**src/rtl/wb_uart_rx.sv**
```systemverilog
// Wishbone-readable UART receiver: 8N1 deserializer feeding a small byte FIFO,
// with sticky overrun / frame-error status and a programmable bit divider.
module wb_uart_rx #(
    parameter int unsigned WB_DATA_WIDTH = 32,
    parameter int unsigned WB_ADDR_WIDTH = 32,
    parameter int unsigned WB_SEL_WIDTH  = WB_DATA_WIDTH / 8,
    parameter int unsigned FIFO_DEPTH    = 8
) (
    input  logic                     clk_i,
    input  logic                     rst_i,
    input  logic                     uart_rx_i,
    input  logic [WB_ADDR_WIDTH-1:0] wb_addr_i,
    input  logic [WB_DATA_WIDTH-1:0] wb_data_i,
    input  logic [WB_SEL_WIDTH-1:0]  wb_sel_i,
    input  logic                     wb_we_i,
    input  logic                     wb_cyc_i,
    input  logic                     wb_stb_i,
    output logic                     wb_ack_o,
    output logic [WB_DATA_WIDTH-1:0] wb_data_o
);

    localparam int unsigned     PtrW       = (FIFO_DEPTH > 1) ? $clog2(FIFO_DEPTH) : 1;
    localparam logic [PtrW-1:0] PtrLast    = PtrW'(FIFO_DEPTH - 1);
    localparam logic [3:0]      CountFull  = 4'(FIFO_DEPTH);
    localparam logic [31:0]     SanityWord = 32'h0B0BA17E;

    localparam logic [1:0] RegDivider = 2'd0;
    localparam logic [1:0] RegData    = 2'd1;
    localparam logic [1:0] RegStatus  = 2'd2;
    localparam logic [1:0] RegSanity  = 2'd3;

    typedef enum logic [1:0] {StIdle, StStart, StData, StStop} state_e;

    logic                     wb_req, wb_rd, wb_wr;
    logic [1:0]               reg_sel;
    logic                     ack_q, ack_d;
    logic [WB_DATA_WIDTH-1:0] rdata_q, rdata_d;
    logic [31:0]              divider_q, divider_d;
    logic                     overrun_q, overrun_d;
    logic                     frame_err_q, frame_err_d;

    logic [1:0]               sync_q;
    logic                     rx_s;

    state_e                   state_q, state_d;
    logic [31:0]              cnt_q, cnt_d;
    logic [31:0]              bit_end, half_end;
    logic [2:0]               bit_idx_q, bit_idx_d;
    logic [7:0]               shift_q, shift_d;
    logic                     rx_push, rx_frame_err;

    logic [7:0]               mem_q [FIFO_DEPTH];
    logic [PtrW-1:0]          wptr_q, wptr_d, rptr_q, rptr_d;
    logic [3:0]               count_q, count_d;
    logic                     empty, full, pop, push_ok, push_drop;
    logic [31:0]              status_word;

    logic                     unused_wb;
    assign unused_wb = ^{wb_addr_i, wb_sel_i, wb_data_i};

    assign reg_sel = wb_addr_i[3:2];
    // Blocking the request while ack is high keeps a held strobe to one ack.
    assign wb_req  = wb_cyc_i & wb_stb_i & ~ack_q;
    assign wb_rd   = wb_req & ~wb_we_i;
    assign wb_wr   = wb_req & wb_we_i;

    assign wb_ack_o  = ack_q & wb_cyc_i;
    assign wb_data_o = wb_ack_o ? rdata_q : '0;

    assign rx_s     = sync_q[1];
    assign bit_end  = divider_q + 32'd1;
    assign half_end = ((divider_q + 32'd2) >> 1) - 32'd1;

    assign empty       = (count_q == 4'd0);
    assign full        = (count_q == CountFull);
    assign status_word = {24'b0, count_q, frame_err_q, overrun_q, full, ~empty};

    always_comb begin
        ack_d     = wb_req;
        rdata_d   = '0;
        divider_d = divider_q;
        pop       = 1'b0;
        if (wb_rd) begin
            unique case (reg_sel)
                RegDivider: rdata_d = WB_DATA_WIDTH'(divider_q);
                RegData: begin
                    if (!empty) begin
                        rdata_d = WB_DATA_WIDTH'(mem_q[rptr_q]);
                        pop     = 1'b1;
                    end
                end
                RegStatus: rdata_d = WB_DATA_WIDTH'(status_word);
                RegSanity: rdata_d = WB_DATA_WIDTH'(SanityWord);
                default:   rdata_d = '0;
            endcase
        end
        if (wb_wr && reg_sel == RegDivider) begin
            divider_d = 32'(wb_data_i);
        end
    end

    always_comb begin
        state_d      = state_q;
        cnt_d        = cnt_q;
        bit_idx_d    = bit_idx_q;
        shift_d      = shift_q;
        rx_push      = 1'b0;
        rx_frame_err = 1'b0;
        unique case (state_q)
            StIdle: begin
                if (!rx_s) begin
                    state_d = StStart;
                    cnt_d   = 32'd0;
                end
            end
            StStart: begin
                // Compares use >= so a shrinking DIVIDER mid-bit cannot overshoot.
                if (cnt_q >= half_end) begin
                    cnt_d     = 32'd0;
                    bit_idx_d = 3'd0;
                    state_d   = rx_s ? StIdle : StData;
                end else begin
                    cnt_d = cnt_q + 32'd1;
                end
            end
            StData: begin
                if (cnt_q >= bit_end) begin
                    cnt_d     = 32'd0;
                    shift_d   = {rx_s, shift_q[7:1]};
                    bit_idx_d = bit_idx_q + 3'd1;
                    if (bit_idx_q == 3'd7) begin
                        state_d = StStop;
                    end
                end else begin
                    cnt_d = cnt_q + 32'd1;
                end
            end
            StStop: begin
                if (cnt_q >= bit_end) begin
                    cnt_d        = 32'd0;
                    rx_push      = rx_s;
                    rx_frame_err = ~rx_s;
                    state_d      = StIdle;
                end else begin
                    cnt_d = cnt_q + 32'd1;
                end
            end
            default: state_d = StIdle;
        endcase
    end

    always_comb begin
        // A pop in the same cycle frees the slot, so a full FIFO still accepts.
        push_ok   = rx_push & (~full | pop);
        push_drop = rx_push & full & ~pop;
        wptr_d    = wptr_q;
        rptr_d    = rptr_q;
        if (push_ok) begin
            wptr_d = (wptr_q == PtrLast) ? '0 : wptr_q + PtrW'(1);
        end
        if (pop) begin
            rptr_d = (rptr_q == PtrLast) ? '0 : rptr_q + PtrW'(1);
        end
        count_d = count_q + {3'b0, push_ok} - {3'b0, pop};

        overrun_d   = overrun_q;
        frame_err_d = frame_err_q;
        if (wb_wr && reg_sel == RegStatus) begin
            if (wb_data_i[2]) overrun_d = 1'b0;
            if (wb_data_i[3]) frame_err_d = 1'b0;
        end
        if (push_drop)    overrun_d   = 1'b1;
        if (rx_frame_err) frame_err_d = 1'b1;
    end

    always_ff @(posedge clk_i) begin
        if (push_ok) begin
            mem_q[wptr_q] <= shift_q;
        end
    end

    always_ff @(posedge clk_i or posedge rst_i) begin
        if (rst_i) begin
            sync_q      <= 2'b11;
            state_q     <= StIdle;
            cnt_q       <= 32'd0;
            bit_idx_q   <= 3'd0;
            shift_q     <= 8'd0;
            ack_q       <= 1'b0;
            rdata_q     <= '0;
            divider_q   <= 32'd1;
            overrun_q   <= 1'b0;
            frame_err_q <= 1'b0;
            wptr_q      <= '0;
            rptr_q      <= '0;
            count_q     <= 4'd0;
        end else begin
            sync_q      <= {sync_q[0], uart_rx_i};
            state_q     <= state_d;
            cnt_q       <= cnt_d;
            bit_idx_q   <= bit_idx_d;
            shift_q     <= shift_d;
            ack_q       <= ack_d;
            rdata_q     <= rdata_d;
            divider_q   <= divider_d;
            overrun_q   <= overrun_d;
            frame_err_q <= frame_err_d;
            wptr_q      <= wptr_d;
            rptr_q      <= rptr_d;
            count_q     <= count_d;
        end
    end

endmodule

```
**config.mk**
```make
export PLATFORM = sky130hd
export DESIGN_NAME = wb_uart_rx
export DESIGN_NICKNAME = d
export VERILOG_FILES = /design/src/rtl/wb_uart_rx.sv
export SDC_FILE = /design/constraint.sdc
export NUM_CORES = 1
export LEC_CHECK = 0
export CORE_MARGIN = 2
export CORE_UTILIZATION = 63
export DETAILED_ROUTE_END_ITERATION = 12
export GPL_TIMING_DRIVEN = 0
export PLACE_DENSITY_LB_ADDON = 0.15
export SKIP_LAST_GASP = 1
export SYNTH_ARGS = -nofsm -noshare
export SYNTH_HDL_FRONTEND = slang
export SYNTH_SLANG_ARGS = --single-unit
```
**constraint.sdc**
```tcl
create_clock -name clk_i -period 8.07 [get_ports clk_i]
set_input_delay 1.614 -clock clk_i [delete_from_list [all_inputs] [get_ports clk_i]]
set_output_delay 1.614 -clock clk_i [all_outputs]
set_load 0.02 [all_outputs]
```
# After elaboration in Yosys (flattened, before gate mapping)
# Memory sizes are Yosys's and may differ from the RTL's.
# Cells that the tools add are included.
[word_totals] register_bits=124 ram_bits=64 in_bits=74 output_inout_bits=33 elab_cells=106 memories=1
[memory_table] memory="mem_q" words=8 word_bits=8 read_ports=1 rd_clocked_by_memory_dff=0 wr=1 line="52" rtl="logic [7:0] mem_q [FIFO_DEPTH];"
[op_classes] add_sub_neg=9 order_cmp=2 n_eq_ne=15 muxes=35 n_bitwise=15 reduce_logical=16
[op_table] op="$mux 32" n=5
[op_table] op="$pmux 32 s4" n=1
[op_table] op="$pmux 32 s3" n=1
[op_table] op="$add 32x1->32 const B" n=2
[op_table] op="$ge 32x32->1" n=2
[op_table] op="$add 32x2->32 const B" n=1
[op_table] op="$sub 31x1->32 const B" n=1
[op_table] op="$mux 1" n=15
[op_table] op="$mux 2" n=6
[op_table] op="$mux 3" n=4
[op_table] op="$ne 2x2->1 const B" n=5
[op_table] op="$reduce_bool 2->1" n=5
[op_table] op="$add 3x1->3 const B" n=3
[op_table] op="$eq 3x3->1 const B" n=3
[op_table] op="$and 1x1->1" n=8
[op_table] op="$eq 2x2->1 const B" n=4
[op_table] op="$mux 8" n=1
[op_table] op="$pmux 2 s4" n=1
[op_table] op="$not 1->1" n=6
[op_table] op="$pmux 3 s2" n=1
[op_table] op="$reduce_and 2->1" n=3
[op_table] op="$reduce_and 5->1" n=1
[op_table] op="$add 4x1->4" n=1
[op_table] op="$eq 2x1->1 const B" n=2
[op_table] op="8 further kinds" n=10

# Depth between registers and ports, before layout
[logic_depth] word_depth=8 depth_mapped=22 mapped_depth_nobuf=21

# Least setup slack after synthesis
# No wires, ideal clock.
[synth_timing] kind="register to register" from="register divider_q[1]" to="memory mem_q[4][0] (enable)" arrival_time_ns=4.524 required_ns=7.685 slack_ns=3.160 path_stages_with_launch=17 path_cell_list="dfrtp_1 -> ha_1 -> nand4_4 -> or4b_1 -> buf_2 -> nor3_1 -> clkbuf_1 -> nand4_1 -> xor2_1 -> ha_1 -> and4_1 -> nand2_1 -> nor2_1 -> a21oi_1 -> nor4_1 -> nand2b_1 -> nor3b_1"
[synth_via] elab_chain_len=7
[synth_rtl] item="start: declaration" line="38" rtl="logic [31:0] divider_q, divider_d;"
[synth_rtl] item="start signal: assignment" line="205" rtl="divider_q <= divider_d;"
[synth_rtl] item="$add 32x1->32" line="71" rtl="assign bit_end = divider_q + 32'd1;"
[synth_rtl] item="$ge 32x32->1" line="139" rtl="if (cnt_q >= bit_end) begin"
[synth_rtl] item="$mux 1" line="139"
[synth_rtl] item="$mux 1" line="109" rtl="unique case (state_q)"
[synth_rtl] item="$and 1x1->1" line="154" rtl="push_ok = rx_push & (~full | pop);"
[synth_rtl] item="$mux 1" line="177" rtl="if (push_ok) begin"
[synth_rtl] item="$mux 1 (implied by the code)" line="178" rtl="mem_q[wptr_q] <= shift_q;"
[synth_rtl] item="end: declaration" line="52"
# No other way between the ends.

# Worst setup path in the final report
[layout_timing] from="register divider_q[0]" to="memory mem_q[2][1] (enable)"
# The elaborated chain is that of the path after synthesis.

==> flow_metrics.env <==
export IMPL_status="finished clean"
export IMPL_cap_violations=0
export IMPL_r2r_start="divider_q[0]"
export IMPL_worstHoldPathType="register to register"
export IMPL_num_rows=50
export IMPL_grt_pass1_vias=9257
export IMPL_cts_hold_buffers=0
export IMPL_clock_fmax_mhz=145
export IMPL_postCtsSetupBuffers=0
export IMPL_setup_tns_ns=0
export IMPL_irDropWorstVdd_v=0.000165
export IMPL_synthXorXnorAreaFrac_pct=6.57
export IMPL_worstSetupEndpoint="mem_q[2][1]"
export IMPL_reg2reg_slack_ns=1.19
export IMPL_cts_tree="built"
export IMPL_nFillCells=1267
export IMPL_overflow=0
export IMPL_insertion_delay_ns=0.46
export IMPL_synth_edf_count=64
export IMPL_synth_top_family_by_area="simple AND/OR/NAND/NOR gates"
export IMPL_antenna_found_initial=0
export IMPL_synth_fa_ha_area_share_pct=8.50
export IMPL_utilization_pct=73.2
export IMPL_wirelength_um=30300
export IMPL_fin_cells=1501
export IMPL_end_kind="register"
export IMPL_drc=0
export IMPL_ys_flop_type="dfrtp_1"
export IMPL_setup_viol=0
export IMPL_synth_compound_area_share_pct=12.3
export IMPL_criticalPathCategory="register to register"
export IMPL_synth_seq_area_share_pct=42.4
export IMPL_async_reset_ff_share_pct=66.0
export IMPL_cts_root_buf="clkbuf_16"
export IMPL_synth_mux_area_share_pct=8.01
export IMPL_die_h_um=141
export IMPL_drive_above_1_share_pct=10.7
export IMPL_ys_ff_latch=188
export IMPL_worst_r2r_endpoint="mem_q[2][1]"
export IMPL_nNetsFinal=1408
export IMPL_wl_per_cell_um=20.2
export IMPL_dp_slack_ns=1.41
export IMPL_syn_cell_area_sq_um=11900
export IMPL_hold_viol=0
export IMPL_die_area_sq_um=20000
export IMPL_io_pins=107
export IMPL_ys_warn_count=0
export IMPL_total_power_mw=3.10
export IMPL_numCtsBuffers=17
export IMPL_grt_pass1_wl_um=48800
export IMPL_syn_nets=1313
export IMPL_gp_congestion=0.931
export IMPL_cts_resized=0
export IMPL_fin_crit_sh_pct=85.3
export IMPL_crit_arrival_ns=7.05
export IMPL_die_width_um=141
export IMPL_fin_ws_ns=1.19
export IMPL_postPlaceCellArea_sq_um=12900
export IMPL_grt_use_total_pct=31.3
export IMPL_drt_iter0_markers=829
export IMPL_cts_max_path_buffers=2
export IMPL_synthCells=1159
export IMPL_clkSinkCount=188
export IMPL_sw_frac_of_total_pct=37.3
export IMPL_rsz0062_at_grt="no"
export IMPL_via_per_inst=6.37
export IMPL_hold_worst_slack_ns=0.360
export IMPL_ys_types=74
export IMPL_drtPass1Iterations=5
export IMPL_core_sq_um=18600
export IMPL_p_per_area_nw_per_um2=228
export IMPL_period_needed_ns=6.88
export IMPL_vias=9568
export IMPL_hpwlAfterDp_um=22100
export IMPL_drtAntennaViolNets=0
export IMPL_crit_required_ns=8.24
export IMPL_synth_simple_gate_area_share_pct=18.8
export IMPL_portBuffers=70
export IMPL_start_util_pct=63.9
export IMPL_power_frac_clock_pct=30.3
export IMPL_final_area_sq_um=13600
export IMPL_power_switching_mw=1.16
export IMPL_postSynthAreaPerCell_sq_um=10.2
export IMPL_comb_power_share_pct=32.9
export IMPL_worstPathMaxFanout=6
export IMPL_finClkSkew_ns=0.0176
export IMPL_slew_viol_final=0
export IMPL_grt_max_degree=65
export IMPL_startpoint="divider_q[0]"
export IMPL_p_seq_share_pct=36.7
export IMPL_p_leak_nw=5.76
export IMPL_r2r_cells=17
export IMPL_internal_power_mw=1.94
export IMPL_relSlewSlack_pct=17.5
export IMPL_clkTransAtPathRegs_ns=0.09
export IMPL_start_kind="register"
export IMPL_tightest_slew_ns=1.23
export IMPL_syn_to_final_growth_pct=14.6
export IMPL_placed_cells=1468
export IMPL_ctsHtreeMaxLevel=4
export IMPL_diodes=0
[cell families after synthesis]
kind of cell	Yosys count
and+or+nand+nor	419
AOI/OAI and AO/OA	213
DFF	188
buffers and inverters	100
xor gates and xnor gates	89
adders and majority gates	80
muxes	70
[cells in the mapped netlist, drive strengths merged, types with 4 or more instances]
cell	n	share of area, %
dfrtp	121	26
nand2	113	3.6
ha	79	8.3
nor2	72	2.3
edfxtp	64	16
and3	58	3.1
clkbuf	52	1.6
xnor2	51	3.8
a21oi	44	1.9
o21ai	43	1.8
mux2	40	3.8
xor2	38	2.8
nand4	30	1.9
nand3	29	1.2
nor3	27	1.1
inv	25	0.79
and2	24	1.3
buf	23	1.0
a21o	20	1.3
a211oi	17	1.2
mux4	16	3.0
mux2i	14	1.2
and4	12	0.89
a21boi	10	0.63
nor4	10	0.71
o22a	9	0.66
a31oi	8	0.42
o211ai	8	0.51
o21a	8	0.57
or3	8	0.46
nand2b	7	0.37
or2	7	0.37
a211o	6	0.44
o2bb2ai	6	0.44
a22o	5	0.37
nor3b	5	0.36
a22oi	4	0.25
a311oi	4	0.30
and3b	4	0.30
nor2b	4	0.21
o31ai	4	0.25
[routing by layer]
layer | wire length, um | vias up | share of wire (%) | global-route usage, %
met1 | 13200 | 4666 | 43 | 43.9
met5 | 0 | - | 0 | 0
met2 | 14200 | 394 | 47 | 48.6
met4 | 757 | 0 | 2.5 | 12.2
met3 | 2190 | 61 | 7.2 | 5.91
li1 | - | 4447 | - | -
[state kept, by name, indices dropped and copies added, names as in the netlist, named ones only]
name,count
mem_q,64
cnt_q,32
divider_q,32
rdata_q,32
shift_q,8
count_q,4
bit_idx_q,3
rptr_q,3
wptr_q,3
sync_q,2
ack_q,1
frame_err_q,1
overrun_q,1
state_q,1
[cells in the final DEF, fill, tap and decap left out, types with 10 or more instances in the layout]
| cell type | n |
|---|---|
| a21boi_0 | 10 |
| mux4_2 | 16 |
| mux2_2 | 40 |
| and3_1 | 58 |
| clkdlybuf4s50_1 | 70 |
| a211oi_1 | 16 |
| buf_2 | 11 |
| nand4_1 | 27 |
| nand2_1 | 112 |
| a21oi_1 | 44 |
| a21o_1 | 20 |
| ha_1 | 79 |
| nand3_1 | 29 |
| xnor2_1 | 51 |
| nor3_1 | 26 |
| and4_1 | 12 |
| inv_1 | 23 |
| xor2_1 | 38 |
| edfxtp_1 | 64 |
| mux2i_1 | 14 |
| dfrtp_1 | 121 |
| clkbuf_1 | 52 |
| clkbuf_16 | 17 |
| o21ai_0 | 42 |
| nor2_1 | 72 |
| and2_1 | 23 |
[how the worst min path moves through the flow]
stage,endpoint,slack [ns],cells after the start,start
after global placement,sync_q[1],0.35,0,sync_q[0]
final,sync_q[1],0.36,0,sync_q[0]
after detailed placement,sync_q[1],0.35,0,sync_q[0]
after global routing,sync_q[1],0.36,0,sync_q[0]
after CTS,sync_q[1],0.36,0,sync_q[0]
after floorplan,sync_q[1],0.35,0,sync_q[0]
[worst max-delay path: stages (launching register included)]
cell	delay, ns
dfstp_2	0.68
ha_1	0.23
and3_1	0.21
nand3_1	0.21
nor3_1	0.60
and3_1	0.25
clkbuf_1	0.26
xnor2_1	0.15
ha_1	0.33
nand4_1	0.10
nor3_1	0.30
nand2_1	0.09
o211ai_1	0.40
a21oi_1	0.26
nor4_1	1.07
nand2b_1	0.37
nor3_1	0.78
buf_2	0.31
[power groups by stage]
stage / sequential [mW] / clock, mW / combinational [mW]
floorplan: 1.13 / 0 / 0.767
global placement: 1.15 / 0 / 0.967
detailed placement: 1.16 / 0 / 1.00
CTS: 1.14 / 0.946 / 1.02
global route: 1.15 / 0.983 / 1.14
finish: 1.14 / 0.941 / 1.02
[cell type report]
class | instances | area (sq um) | share of cell area, %
multi-input combinational | 871 | 6440 | 47.4
inverter | 25 | 98.8 | 0.727
clock buffer | 17 | 425 | 3.13
timing repair buffer | 76 | 756 | 5.55
sequential | 188 | 5030 | 37.0
tap | 234 | 293 | 2.15
clock inverter | 15 | 244 | 1.79
buffer | 75 | 317 | 2.33
Power figures use the tool's default switching activity.
